--- config.mk ---
export PLATFORM = sky130hd
export DESIGN_NAME = aer_event_receiver
export DESIGN_NICKNAME = d
export VERILOG_FILES = /design/src/rtl/aer_evt_pkg.sv /design/src/rtl/evt_fifo.sv /design/src/rtl/aer_event_receiver.sv
export SDC_FILE = /design/constraint.sdc
export NUM_CORES = 1
export LEC_CHECK = 0
export CORE_AREA = 2 2 147 134
export DETAILED_ROUTE_END_ITERATION = 12
export DIE_AREA = 0 0 149 136
export HOLD_SLACK_MARGIN = 0.1
export PLACE_DENSITY = 0.74
export SLEW_MARGIN = 20
export SYNTH_ARGS = -nofsm -noshare
export SYNTH_HDL_FRONTEND = slang
export SYNTH_SLANG_ARGS = --single-unit
--- constraint.sdc ---
create_clock -name clk_i -period 6.75 [get_ports clk_i]
set_clock_uncertainty 0.05 [all_clocks]
set_input_delay 1.35 -clock clk_i [delete_from_list [all_inputs] [get_ports clk_i]]
set_output_delay 1.35 -clock clk_i [all_outputs]
set_load 0.01 [all_outputs]
--- src/rtl/aer_evt_pkg.sv ---
// Shared types and default widths for the AER event receiver.
// Packed word layout, MSB first: {grp_end, pol, x, y, ts}.
package aer_evt_pkg;

  localparam int ADDR_W_DEF = 2;
  localparam int POL_W_DEF  = 2;
  localparam int TS_W_DEF   = 16;
  localparam int PKT_W      = 1 + POL_W_DEF + 2 * ADDR_W_DEF + TS_W_DEF;

  localparam logic [1:0] ST_IDLE     = 2'd0;
  localparam logic [1:0] ST_RUN      = 2'd1;
  localparam logic [1:0] ST_THROTTLE = 2'd2;

  typedef enum logic [1:0] {
    IDLE     = ST_IDLE,
    RUN      = ST_RUN,
    THROTTLE = ST_THROTTLE
  } rx_state_t;

  typedef struct packed {
    logic                  grp_end;
    logic [POL_W_DEF-1:0]  pol;
    logic [ADDR_W_DEF-1:0] x;
    logic [ADDR_W_DEF-1:0] y;
    logic [TS_W_DEF-1:0]   ts;
  } evt_pkt_t;

  function automatic evt_pkt_t make_marker(input logic [TS_W_DEF-1:0] ts);
    evt_pkt_t pkt;
    pkt         = '0;
    pkt.grp_end = 1'b1;
    pkt.ts      = ts;
    return pkt;
  endfunction

endpackage

--- src/rtl/evt_fifo.sv ---
// First-word-fall-through FIFO: the head word is visible on pop_data_o while not empty.
// A push into a full FIFO is accepted only if a pop frees a slot in the same cycle.
module evt_fifo #(
  parameter  int WIDTH = 23,
  parameter  int DEPTH = 8,
  localparam int AW    = $clog2(DEPTH),
  localparam int CW    = AW + 1
) (
  input  logic             clk_i,
  input  logic             reset_i,
  input  logic             push_i,
  input  logic [WIDTH-1:0] push_data_i,
  input  logic             pop_i,
  output logic [WIDTH-1:0] pop_data_o,
  output logic             full_o,
  output logic             empty_o,
  output logic [CW-1:0]    count_o,
  output logic             overflow_o
);

  logic [WIDTH-1:0] mem [DEPTH];
  logic [AW-1:0]    wr_ptr_reg;
  logic [AW-1:0]    rd_ptr_reg;
  logic [CW-1:0]    count_reg;
  logic             do_push;
  logic             do_pop;

  assign empty_o    = (count_reg == '0);
  assign full_o     = (count_reg == CW'(DEPTH));
  assign do_pop     = pop_i & ~empty_o;
  assign do_push    = push_i & (~full_o | do_pop);
  assign overflow_o = push_i & full_o & ~do_pop;
  assign count_o    = count_reg;
  // Empty reads return zero so the data output is defined straight out of reset.
  assign pop_data_o = empty_o ? '0 : mem[rd_ptr_reg];

  always_ff @(posedge clk_i) begin
    if (do_push) begin
      mem[wr_ptr_reg] <= push_data_i;
    end
  end

  always_ff @(posedge clk_i or posedge reset_i) begin
    if (reset_i) begin
      wr_ptr_reg <= '0;
      rd_ptr_reg <= '0;
      count_reg  <= '0;
    end else begin
      if (do_push) wr_ptr_reg <= wr_ptr_reg + AW'(1);
      if (do_pop)  rd_ptr_reg <= rd_ptr_reg + AW'(1);
      if (do_push && !do_pop)      count_reg <= count_reg + CW'(1);
      else if (do_pop && !do_push) count_reg <= count_reg - CW'(1);
    end
  end

endmodule

--- src/rtl/aer_event_receiver.sv ---
// Timestamps arbiter events into packed words, buffers them and throttles the arbiter.
// Optional macro AER_DROP_CNT_EN adds a saturating dropped-word counter (drop_cnt_o).
module aer_event_receiver
  import aer_evt_pkg::*;
#(
  parameter  int ADDR_W       = ADDR_W_DEF,
  parameter  int POL_W        = POL_W_DEF,
  parameter  int TS_W         = TS_W_DEF,
  parameter  int FIFO_DEPTH   = 8,
  parameter  int AFULL_MARGIN = 2,
  localparam int WORD_W       = 1 + POL_W + 2 * ADDR_W + TS_W,
  localparam int CNT_W        = $clog2(FIFO_DEPTH) + 1
) (
  input  logic              clk_i,
  input  logic              reset_i,
  input  logic              enable_i,
  input  logic              active_i,
  input  logic [ADDR_W-1:0] x_add_i,
  input  logic [ADDR_W-1:0] y_add_i,
  input  logic [POL_W-1:0]  polarity_i,
  input  logic              grp_release_i,
  output logic              arb_enable_o,
  output logic [WORD_W-1:0] event_data_o,
  output logic              event_valid_o,
  input  logic              event_ready_i,
  output logic [CNT_W-1:0]  fifo_count_o,
  output logic              overflow_o
`ifdef AER_DROP_CNT_EN
  ,
  output logic [7:0]        drop_cnt_o
`endif
);

  localparam logic [CNT_W-1:0] HI_MARK = CNT_W'(FIFO_DEPTH - AFULL_MARGIN);
  localparam logic [CNT_W-1:0] LO_MARK = CNT_W'(FIFO_DEPTH / 2);

  logic [TS_W-1:0]   ts_reg;
  rx_state_t         state_reg;
  rx_state_t         state_next;
  logic              arb_enable_reg;
  logic              overflow_reg;
  logic              push;
  logic [WORD_W-1:0] push_data;
  logic              fifo_full;
  logic              fifo_empty;
  logic              fifo_ovf;
  logic [CNT_W-1:0]  count;

  always_ff @(posedge clk_i or posedge reset_i) begin
    if (reset_i)       ts_reg <= '0;
    else if (enable_i) ts_reg <= ts_reg + TS_W'(1);
  end

  // A release without a grant becomes a marker word carrying only grp_end and ts.
  assign push      = active_i | grp_release_i;
  assign push_data = active_i ? {grp_release_i, polarity_i, x_add_i, y_add_i, ts_reg}
                              : {1'b1, {POL_W{1'b0}}, {(2 * ADDR_W){1'b0}}, ts_reg};

  evt_fifo #(
    .WIDTH(WORD_W),
    .DEPTH(FIFO_DEPTH)
  ) u_fifo (
    .clk_i      (clk_i),
    .reset_i    (reset_i),
    .push_i     (push),
    .push_data_i(push_data),
    .pop_i      (event_ready_i),
    .pop_data_o (event_data_o),
    .full_o     (fifo_full),
    .empty_o    (fifo_empty),
    .count_o    (count),
    .overflow_o (fifo_ovf)
  );

  assign event_valid_o = ~fifo_empty;
  assign fifo_count_o  = count;

  // Hysteresis between HI_MARK and LO_MARK keeps the arbiter from toggling every pop.
  always_comb begin
    state_next = state_reg;
    if (!enable_i) begin
      state_next = IDLE;
    end else begin
      unique case (state_reg)
        IDLE:     if (count < HI_MARK)   state_next = RUN;
        RUN:      if (count >= HI_MARK)  state_next = THROTTLE;
        THROTTLE: if (count <= LO_MARK)  state_next = RUN;
        default:                         state_next = IDLE;
      endcase
    end
  end

  always_ff @(posedge clk_i or posedge reset_i) begin
    if (reset_i) begin
      state_reg      <= IDLE;
      arb_enable_reg <= 1'b0;
      overflow_reg   <= 1'b0;
    end else begin
      state_reg      <= state_next;
      arb_enable_reg <= (state_next == RUN);
      overflow_reg   <= overflow_reg | fifo_ovf;
    end
  end

  assign arb_enable_o = arb_enable_reg;
  assign overflow_o   = overflow_reg;

`ifdef AER_DROP_CNT_EN
  logic [7:0] drop_cnt_reg;

  always_ff @(posedge clk_i or posedge reset_i) begin
    if (reset_i)                              drop_cnt_reg <= '0;
    else if (fifo_ovf && drop_cnt_reg != 8'hFF) drop_cnt_reg <= drop_cnt_reg + 8'd1;
  end

  assign drop_cnt_o = drop_cnt_reg;
`else
  logic unused_full;
  assign unused_full = fifo_full;
`endif

endmodule
==> impl_metrics.ini <==
[outcome]
status = finished clean

[yosys]
ys_ff_latch = 214
synthArstFlopShare_pct = 14.0
synth_area_um2 = 8490
synthTopCellsByArea = edfxtp_1, mux4_2, dfrtp_1
ys_types = 39
yosysTopAreaCellShare_pct = 65.1
synth_edf_count = 184
yosys_warnings = 0
synth_cells = 429
yosysSeqAreaShare_pct = 73.9
yosys.area.top_type = edfxtp_1
synth.avg_cell_area_um2 = 19.8
ys.flop_type = edfxtp_1
synth_nets = 448

[hold_path]
hold_class = reg -> reg
worstHoldPathCells = 1

[die]
rows = 48
start_util_pct = 45.0
die-area_um2 = 20300
die_w_um = 149
core_area_um2 = 18900
ios = 42
die_height_um = 136

[critical_path]
crit_path_top_delay_cell = dfrtp_2
worst_path_dominant_cell_family = buffers and inverters
rr_worst_depth = 11
worstSetupPathType = reg -> out
end_kind = output port
required_ps = 5350
critical_path_buf_inv_count = 2
crit_chain = buf_4, mux4_2, mux2i_1, nor2_1, clkdlybuf4s50_1
cp_max_fo = 25
cp-start-kind = flop
critical-path-max-stage-delay_ps = 920
crit_cells = 5
worst_ep_arrival_time_ps = 3360

[grt]
overflow = 0
grt_antenna_before_repair = 0
grt_pass1_vias = 4334
grt_pass1_wl_mm = 24.5
grt_use_total_pct = 16.1
grt_max_degree = 49

[clocking]
cts.hold.buffers_added = 0
cts_tree = built
ctsHtreeMaxLevel = 1
cts.sinks = 214
ctsRootBufferMaster = clkbuf_16
postCtsSetupBuffers = 0
path_clk_slew_ps = 50
clk_path_buf_depth = 3
cts_buffers = 22
post_cts_resized = 0
clk_latency_ps = 500

[finish]
layout-drive-gt1-share_pct = 21.5
num_antenna_cells = 0
fin_area_um2 = 9990
syn_to_final_growth_pct = 17.6
largest_reg_flops = 184
final_cell_mix = edfxtp_1, mux4_2, clkdlybuf4s50_1
final_common_cell = edfxtp_1
fin_nets = 506

[pwr]
power.leakage_nw = 3.46
cellPowerDensity_nw_per_um2 = 478
ir_drop_uv = 246
p_total_w = 0.00477

[route]
drtAntennaViolNets = 0
vias_per_cell = 5.38
drcViolationCount = 0
finalWirelength_mm = 15.6
dr_total_vias = 4051
firstDrtPassIters = 5
drt_iter0_drc = 291
post_drt_wl_per_cell_um = 20.7

[sta]
slew_violations = 0
min_period_ps = 4760
finalSetupViolations = 0
timing.final.crit_share_pct = 70.5
worst_pin_slew_ps = 961
rsz0062_at_grt = false
slew_headroom_pct = 35.6
hold_violations = 0
finalWorstSetupSlack_ps = 1990
fin_tns_setup_ps = 0
fmax_mhz = 210

[placed_design]
dp_hpwl_mm = 8.82
place_area_um2 = 9240
pre_cts_slack_ps = 2380
portBuffers = 41
gp_congestion = 0.719

[flow_run]
max-cap-violations = 0
==> metal layers <==
metal  global-route usage, %  share of wire, %  vias up  wire [µm]
met3                    3.12               5.3       20        822
li1                        -                 -     1826          -
met5                       0                 0        -          0
met4                    3.39               1.4        0        213
met2                    28.2                52      113       8050
met1                    21.2                42     2092       6520
==> per-stage QoR <==
stage / cells / hold slack [ps] / util (%)
global placement: 713 / 436 / 49.0
finish: 753 / 454 / 53.0
detailed placement: 713 / 432 / 49.0
floorplan: 429 / 463 / -
global route: 753 / 488 / 53.0
CTS: 753 / 460 / 52.9
==> synth_stat cells (2+ instances only) <==
| master | instances |
|---|---|
| xor2_1 | 6 |
| buf_2 | 10 |
| a21oi_1 | 2 |
| xnor2_1 | 16 |
| mux2_1 | 2 |
| ha_1 | 6 |
| nor3_1 | 7 |
| mux2_2 | 2 |
| nor4_1 | 2 |
| nand2_1 | 10 |
| dfrtp_1 | 30 |
| nand3_1 | 6 |
| inv_1 | 3 |
| and2_1 | 6 |
| and3_1 | 6 |
| buf_6 | 4 |
| nor2_1 | 31 |
| mux4_2 | 46 |
| mux2i_1 | 23 |
| nand2b_1 | 5 |
| edfxtp_1 | 184 |
| clkbuf_1 | 2 |
| nand4_1 | 3 |
| inv_2 | 2 |
==> power by group <==
part	internal (W)	switching [W]	total (W)
clock network	0.000754	0.000466	0.00122
registers	0.00181	0.000273	0.00209
logic	0.000793	0.000673	0.00147
total	0.00336	0.00141	0.00477
==> logic make-up after synthesis <==
family	count (synthesis)	share of synthesized area (%)
muxes	73	15.4
adders and majority gates	7	1.12
buffers and inverters	22	1.52
DFF	214	73.9
and+or+nand+nor	80	4.73
AOI/OAI and AO/OA	11	1.02
xor gates and xnor gates	22	2.27
==> cell type report <==
type / instances / area (µm²)
inverters: 5 / 18.8
clock inverters: 9 / 128
repair buffers: 51 / 485
multi-input cells: 193 / 2140
well taps: 250 / 313
clock buffers: 31 / 616
fillers: 1472 / 8870
flip-flops and latches: 214 / 6280
==> final timing paths <==
| kind | from | end | slack, ps |
|---|---|---|---|
| max in group asynchronous | reset_i | u_fifo.rd_ptr_reg[1]$_DFFE_PP0N_ | 5130 |
| worst max register to register | u_fifo.count_o[0]$_DFFE_PP0P_ | u_fifo.count_o[3]$_DFFE_PP0P_ | 3600 |
| worst min register to register | overflow_o$_DFF_PP0_ | overflow_o$_DFF_PP0_ | 450 |
| worst min-delay path | overflow_o$_DFF_PP0_ | overflow_o$_DFF_PP0_ | 450 |
| min in group asynchronous | reset_i | arb_enable_o$_DFF_PP0_ | 1180 |
| worst max-delay path | u_fifo.rd_ptr_reg[0]$_DFFE_PP0N_ | event_data_o[13] | 1990 |
==> worst register-to-register path: stages, from the launching register on <==
cell,delay [ps]
dfrtp_1,500
nor4_4,300
buf_4,350
inv_2,120
nand2_4,110
ha_1,220
inv_1,120
ha_1,290
a21o_1,210
a2111oi_2,360
a31oi_1,70
a221o_1,330
Power figures use the tool's default switching activity.
==> variant 1: new RTL, same settings <==
Change the parameter `FIFO_DEPTH` from 8 to 4.
--- a/src/rtl/aer_event_receiver.sv
+++ b/src/rtl/aer_event_receiver.sv
@@ -6,7 +6,7 @@
   parameter  int ADDR_W       = ADDR_W_DEF,
   parameter  int POL_W        = POL_W_DEF,
   parameter  int TS_W         = TS_W_DEF,
-  parameter  int FIFO_DEPTH   = 8,
+  parameter  int FIFO_DEPTH   = 4,
   parameter  int AFULL_MARGIN = 2,
   localparam int WORD_W       = 1 + POL_W + 2 * ADDR_W + TS_W,
   localparam int CNT_W        = $clog2(FIFO_DEPTH) + 1
Ports: changed (resized fifo_count_o); port bits go from 42 to 41. No check against the original RTL was run, so the function may have changed too.
==> variant 1 against the original RTL <==
- global-route usage fell by 6.9 points
- maximum frequency grew 19%
- largest cell class unchanged
- total power fell by 35%
- routed wire length shrank 44%
- critical endpoint is now event_data_o[1]
- design area is 39% lower
- worst setup slack gained 0.77 ns
- synthesized area fell by 44%
- worst hold slack lost 0.039 ns
- via count fell by 41%
- non-clock buffer count shrank 10
- sequential cell count decreased by 95
==> variant 1: results (changes against the original RTL) <==
Run status -> finished, final reports clean
Number of placed instances with taps included -> 547 (-23%)
Worst setup slack after placement -> 2.85 ns (+0.466 ns)
Maximum fanout encountered on the critical timing path -> 24 (-4.0%)
Critical path's slowest cell -> dfrtp_1
Transition at the pin with the smallest max-transition slack -> 1.12 ns (+0.154 ns)
Proportion of layout cells with a drive suffix above 1 -> 0.195 (-0.0202)
Number of enable flip-flop cells after synthesis -> 92 (-50%)
Maximum number of pins on one net before global-route repair -> 28 (-43%)
Number of nets in the synthesized netlist -> 286 (-36%)
Layout net count -> 335 (-34%)
WL/cell -> 15.0 um (-28%)
Gp weighted congestion -> 0.681 (-5.3%)
Cell types with the largest area share after synthesis -> edfxtp_1 58%, dfrtp_1 14%, mux4_2 11%
Top cells by instance count after synthesis -> 92 x edfxtp_1, 33 x and2_1, 27 x dfrtp_1, 23 x mux4_2, 13 x xnor2_1
Number of buffers on the longest clock path -> 2 (-1)
H-tree levels -> 4 (+3)
Distinct cell type count of the synthesized netlist -> 26 (-33%)
Total iterations of the first detailed-routing run -> 6 (+1)
Largest register FFs -> 92 (-50%)
Buffers on Ports -> 40 (-2.4%)
Via Count -> 2373 (-41%)
First-pass GRT wire length -> 13900 um (-43%)
Clock buffers created by TritonCTS -> 17 (-23%)
Arrival time reported for the critical path endpoint -> 2.59 ns (-0.77 ns)
Hold Path Class -> reg -> reg
P_leak -> 2.12 nW (-39%)
Routed via count divided by cell count -> 4.10 (-24%)
Synth Instances -> 267 (-38%)
Async set-or-reset flop fraction in the synthesized netlist -> 0.227 (+0.0867)
Delay of the slowest cell on the worst path -> 1.08 ns (+0.16 ns)
Final HPWL DP -> 5530 um (-37%)
Sequential area share after synthesis -> 0.719 (-0.0204)
variant 1: changes by cell type after synthesis, moves of 4 or more:
cell	unedited run	this run
mux2i_1	23	0
edfxtp_1	184	92
nor2_1	31	10
and2_1	6	33
nor3_1	7	3
and3_1	6	0
buf_2	10	5
mux4_2	46	23
variant 1: layout make-up:
type,count,area [um2]
Sequential cell,119,3440
Inverter,6,22.5
Tap cell,250,313
Clock buffer,17,425
Timing Repair Buffer,41,408
Fill cell,1817,12800
Clock inverter,15,188
Multi-Input combinational cell,131,1270
variant 1: kinds of logic after synthesis:
family | count (synthesis) | synth area share
AO/OA/AOI/OAI | 5 | 0.00680
XOR/XNOR | 21 | 0.0384
adder cells (fa/ha/maj) | 7 | 0.0199
buffers and inverters | 17 | 0.0162
flip-flops | 119 | 0.719
multiplexers | 25 | 0.113
AND/OR/NAND/NOR | 73 | 0.0871
variant 1: per-layer routing:
layer	track usage	share of wire	up-vias
li1	-	-	1105
met5	0	0	-
met4	0.0413	0.016	0
met2	0.159	0.53	42
met3	0.0289	0.036	10
met1	0.106	0.42	1216
variant 1: final timing paths:
kind | to | from | cells past startpoint | slack (ns)
setup / recovery | event_data_o[1] | u_fifo.rd_ptr_reg[1] | 3 | 2.76
hold / removal | overflow_o | overflow_o | 1 | 0.42
setup reg to reg | u_fifo.count_o[2] | u_fifo.count_o[0] | 8 | 4.08
hold reg to reg | overflow_o | overflow_o | 1 | 0.42
max in group asynchronous | u_fifo.rd_ptr_reg[1] | reset_i | 2 | 4.95
min in group asynchronous | ts_reg[2] | reset_i | 2 | 1.29
variant 1: where the power goes:
group          internal, mW  switching, mW  leakage, nW
sequential             1.07          0.147         1.19
combinational         0.533          0.410        0.633
clock                 0.589          0.341        0.294
variant 1: through the flow:
step | utilization | area, um2 | power [mW]
5_1_grt | 0.322 | 6070 | 3.25
4_1_cts | 0.322 | 6060 | 3.14
6_report | 0.322 | 6070 | 3.09
3_5_place_dp | 0.289 | 5450 | 2.21
3_3_place_gp | 0.289 | 5450 | 2.17
2_1_floorplan | - | 4780 | 1.75
variant 1: critical path, delay by kind of cell, from the launching register on:
kind | cells | cell delay [ns]
buffers and inverters | 1 | 0.48
DFF | 1 | 1.08
muxes | 1 | 0.44
and+or+nand+nor | 1 | 0.18
==> variant 2: new RTL, same flow settings <==
Without the edit above. One comparison of `count_reg` changes from == to >=.
--- a/src/rtl/evt_fifo.sv
+++ b/src/rtl/evt_fifo.sv
@@ -26,7 +26,7 @@
   logic             do_pop;
 
   assign empty_o    = (count_reg == '0);
-  assign full_o     = (count_reg == CW'(DEPTH));
+  assign full_o     = (count_reg >= CW'(DEPTH));
   assign do_pop     = pop_i & ~empty_o;
   assign do_push    = push_i & (~full_o | do_pop);
   assign overflow_o = push_i & full_o & ~do_pop;
Formal check against the unedited RTL: same outputs for any inputs over 4 cycles, from zero or initial values and one cycle with reset_i high; that may be too few to reach the edited logic, so the function may still have changed.
==> variant 2 against the original RTL <==
- sequential share of layout area is 0.36 points higher
- worst setup slack better by 0.35 ns
- sequential cell count stayed put
- synthesized area is 0.38% higher
- via count is 0.69% lower
- clock power is 5% lower
- utilization is 0.28 points lower
- total power is 3.4% lower
- register-to-register slack better by 0.13 ns
- design area is 0.53% lower
- routed wire length is 1.3% lower
- largest cell class unchanged
- highest routed layer unchanged
==> variant 2: results (changes against the original RTL) <==
Vias in the first global route -> 4206 (-3.0%)
Clock slew seen by the registers of the worst setup and hold paths -> 0.06 ns
Maximum resistive drop on vdd -> 0.290 mV (+18%)
Cell types with the largest area share after synthesis -> edfxtp_1 65%, mux4_2 11%, dfrtp_1 8.8%
Routed via count divided by cell count -> 5.38 (about the same)
Largest register FFs -> 184 (unchanged)
Synth warnings -> 0 (unchanged)
Post-CTS sizing -> 0 (unchanged)
P_leak -> 3.42 nW (-1.1%)
Gp weighted congestion -> 0.707 (-1.6%)
Sequential area share after synthesis -> 0.736 (-0.00282)
Top cells by instance count after synthesis -> 184 x edfxtp_1, 41 x mux4_2, 35 x nor2_1, 30 x dfrtp_1, 24 x mux2i_1
Number of buffers inserted by post-CTS setup repair -> 0 (unchanged)
H-tree levels -> 1 (unchanged)
Clock latency of the later-clocked register in the worst-skew pair -> 0.47 ns (-0.03 ns)
Cell type group with the largest total delay on the critical path -> buffers and inverters
Clock buffers created by TritonCTS -> 21 (-4.5%)
Crit path buffers/inverters -> 2 (unchanged)
Buffers on Ports -> 41 (unchanged)
Number of buffers on the longest clock path -> 3 (unchanged)
Total iterations of the first detailed-routing run -> 4 (-1)
Post-synth top flop -> edfxtp_1
Maximum fanout encountered on the critical timing path -> 34 (+36%)
Wirelength, routed -> 15400 um (-1.3%)
Antenna diode instance count -> 0 (unchanged)
Layout net count -> 503 (-0.59%)
Number of antenna violations at the first check in global routing -> 0 (unchanged)
Global router's overall resource usage -> 0.156 (-0.00475)
Hold Path Class -> reg -> reg
Arrival time reported for the critical path endpoint -> 3.02 ns (-0.34 ns)
Final HPWL DP -> 8800 um (-0.28%)
Maximum number of pins on one net before global-route repair -> 49 (unchanged)
DR iter-0 viols -> 341 (+17%)
Distinct cell type count of the synthesized netlist -> 40 (+2.6%)
First-pass GRT wire length -> 24000 um (-1.9%)
Proportion of layout cells with a drive suffix above 1 -> 0.193 (-0.0219)
Run status -> finished, final reports clean
Critical path's slowest cell -> dfrtp_4
Delay of the slowest cell on the worst path -> 0.86 ns (-0.06 ns)
Fillers -> 1469 (-0.20%)
Slew Limit Headroom -> 0.392 (+0.0365)
Number of nets in the synthesized netlist -> 450 (+0.45%)
Antenna-violating nets left -> 0 (unchanged)
Root cell of the clock tree -> clkbuf_16
Async set-or-reset flop fraction in the synthesized netlist -> 0.140 (unchanged)
Number of enable flip-flop cells after synthesis -> 184 (unchanged)
==> variant 2: cell types whose count changed after synthesis, moves of 2 or more <==
cell	change
buf_6	-3
nand2_1	+2
nor2_1	+4
clkbuf_1	+3
mux4_2	-5
mux4_1	+5
buf_8	+2
buf_2	-3
nor3_1	-2
xnor2_1	-2
xor2_1	+2
==> variant 2: cell type report <==
class / instances / area (um2) / share of cell area
flip-flops and latches: 214 / 6280 / 0.633
multi-input cells: 196 / 2170 / 0.218
clock buffers: 33 / 631 / 0.0635
repair buffers: 47 / 455 / 0.0458
well taps: 250 / 313 / 0.0315
clock inverters: 4 / 70.1 / 0.00705
inverters: 4 / 15.0 / 0.00151
==> variant 2: layer usage <==
metal | part of all wire | up-vias | global-route usage
met3 | 0.048 | 20 | 0.0252
li1 | - | 1818 | -
met2 | 0.50 | 91 | 0.265
met1 | 0.44 | 2094 | 0.217
met4 | 0.015 | 0 | 0.0328
met5 | 0 | - | 0
==> variant 2: path summary, 6_finish.rpt <==
kind,depth (start not counted),end,slack (ns),startpoint
worst max-delay path,5,event_data_o[14],2.33,u_fifo.rd_ptr_reg[0]
worst min-delay path,1,overflow_o,0.43,overflow_o
worst max register to register,10,u_fifo.count_o[3],3.73,u_fifo.count_o[3]
worst min register to register,1,overflow_o,0.43,overflow_o
max in group asynchronous,3,u_fifo.rd_ptr_reg[0],5.12,reset_i
min in group asynchronous,3,ts_reg[2],1.20,reset_i
==> variant 2: worst reg2reg max path: stages, from the launching register on <==
cell	delay, ns
dfrtp_1	0.48
nor4_4	0.29
buf_4	0.35
inv_2	0.12
nand2_2	0.14
ha_1	0.23
inv_1	0.13
ha_1	0.29
a21o_1	0.20
a2111oi_0	0.46
o31ai_1	0.15
==> variant 2: kinds of logic after synthesis <==
kind of cell    after synthesis  share of synthesized area
flops                       214                      0.736
simple gates                 83                     0.0489
mux                          74                      0.157
xor+xnor                     22                     0.0226
buf+inv                      21                     0.0161
compound gates               10                    0.00778
fa+ha+maj                     7                     0.0112
==> variant 2: stage by stage <==
| step | setup slack [ns] | hold slack [ns] | cell area, um2 | power (mW) | cells |
|---|---|---|---|---|---|
| floorplan | 2.86 | 0.430 | 8520 | 2.91 | 431 |
| global placement | 2.50 | 0.420 | 9230 | 3.45 | 711 |
| detailed placement | 2.48 | 0.413 | 9230 | 3.50 | 711 |
| CTS | 1.96 | 0.435 | 9930 | 4.66 | 748 |
| global route | 2.09 | 0.461 | 9930 | 4.84 | 748 |
| finish | 2.33 | 0.426 | 9930 | 4.61 | 748 |
==> variant 2: report_power, final <==
group          leakage (nW)  switching (mW)  internal, mW
clock                 0.345           0.449         0.715
sequential             2.05           0.289          1.78
combinational          1.02           0.620         0.760
total                  3.42            1.36          3.25
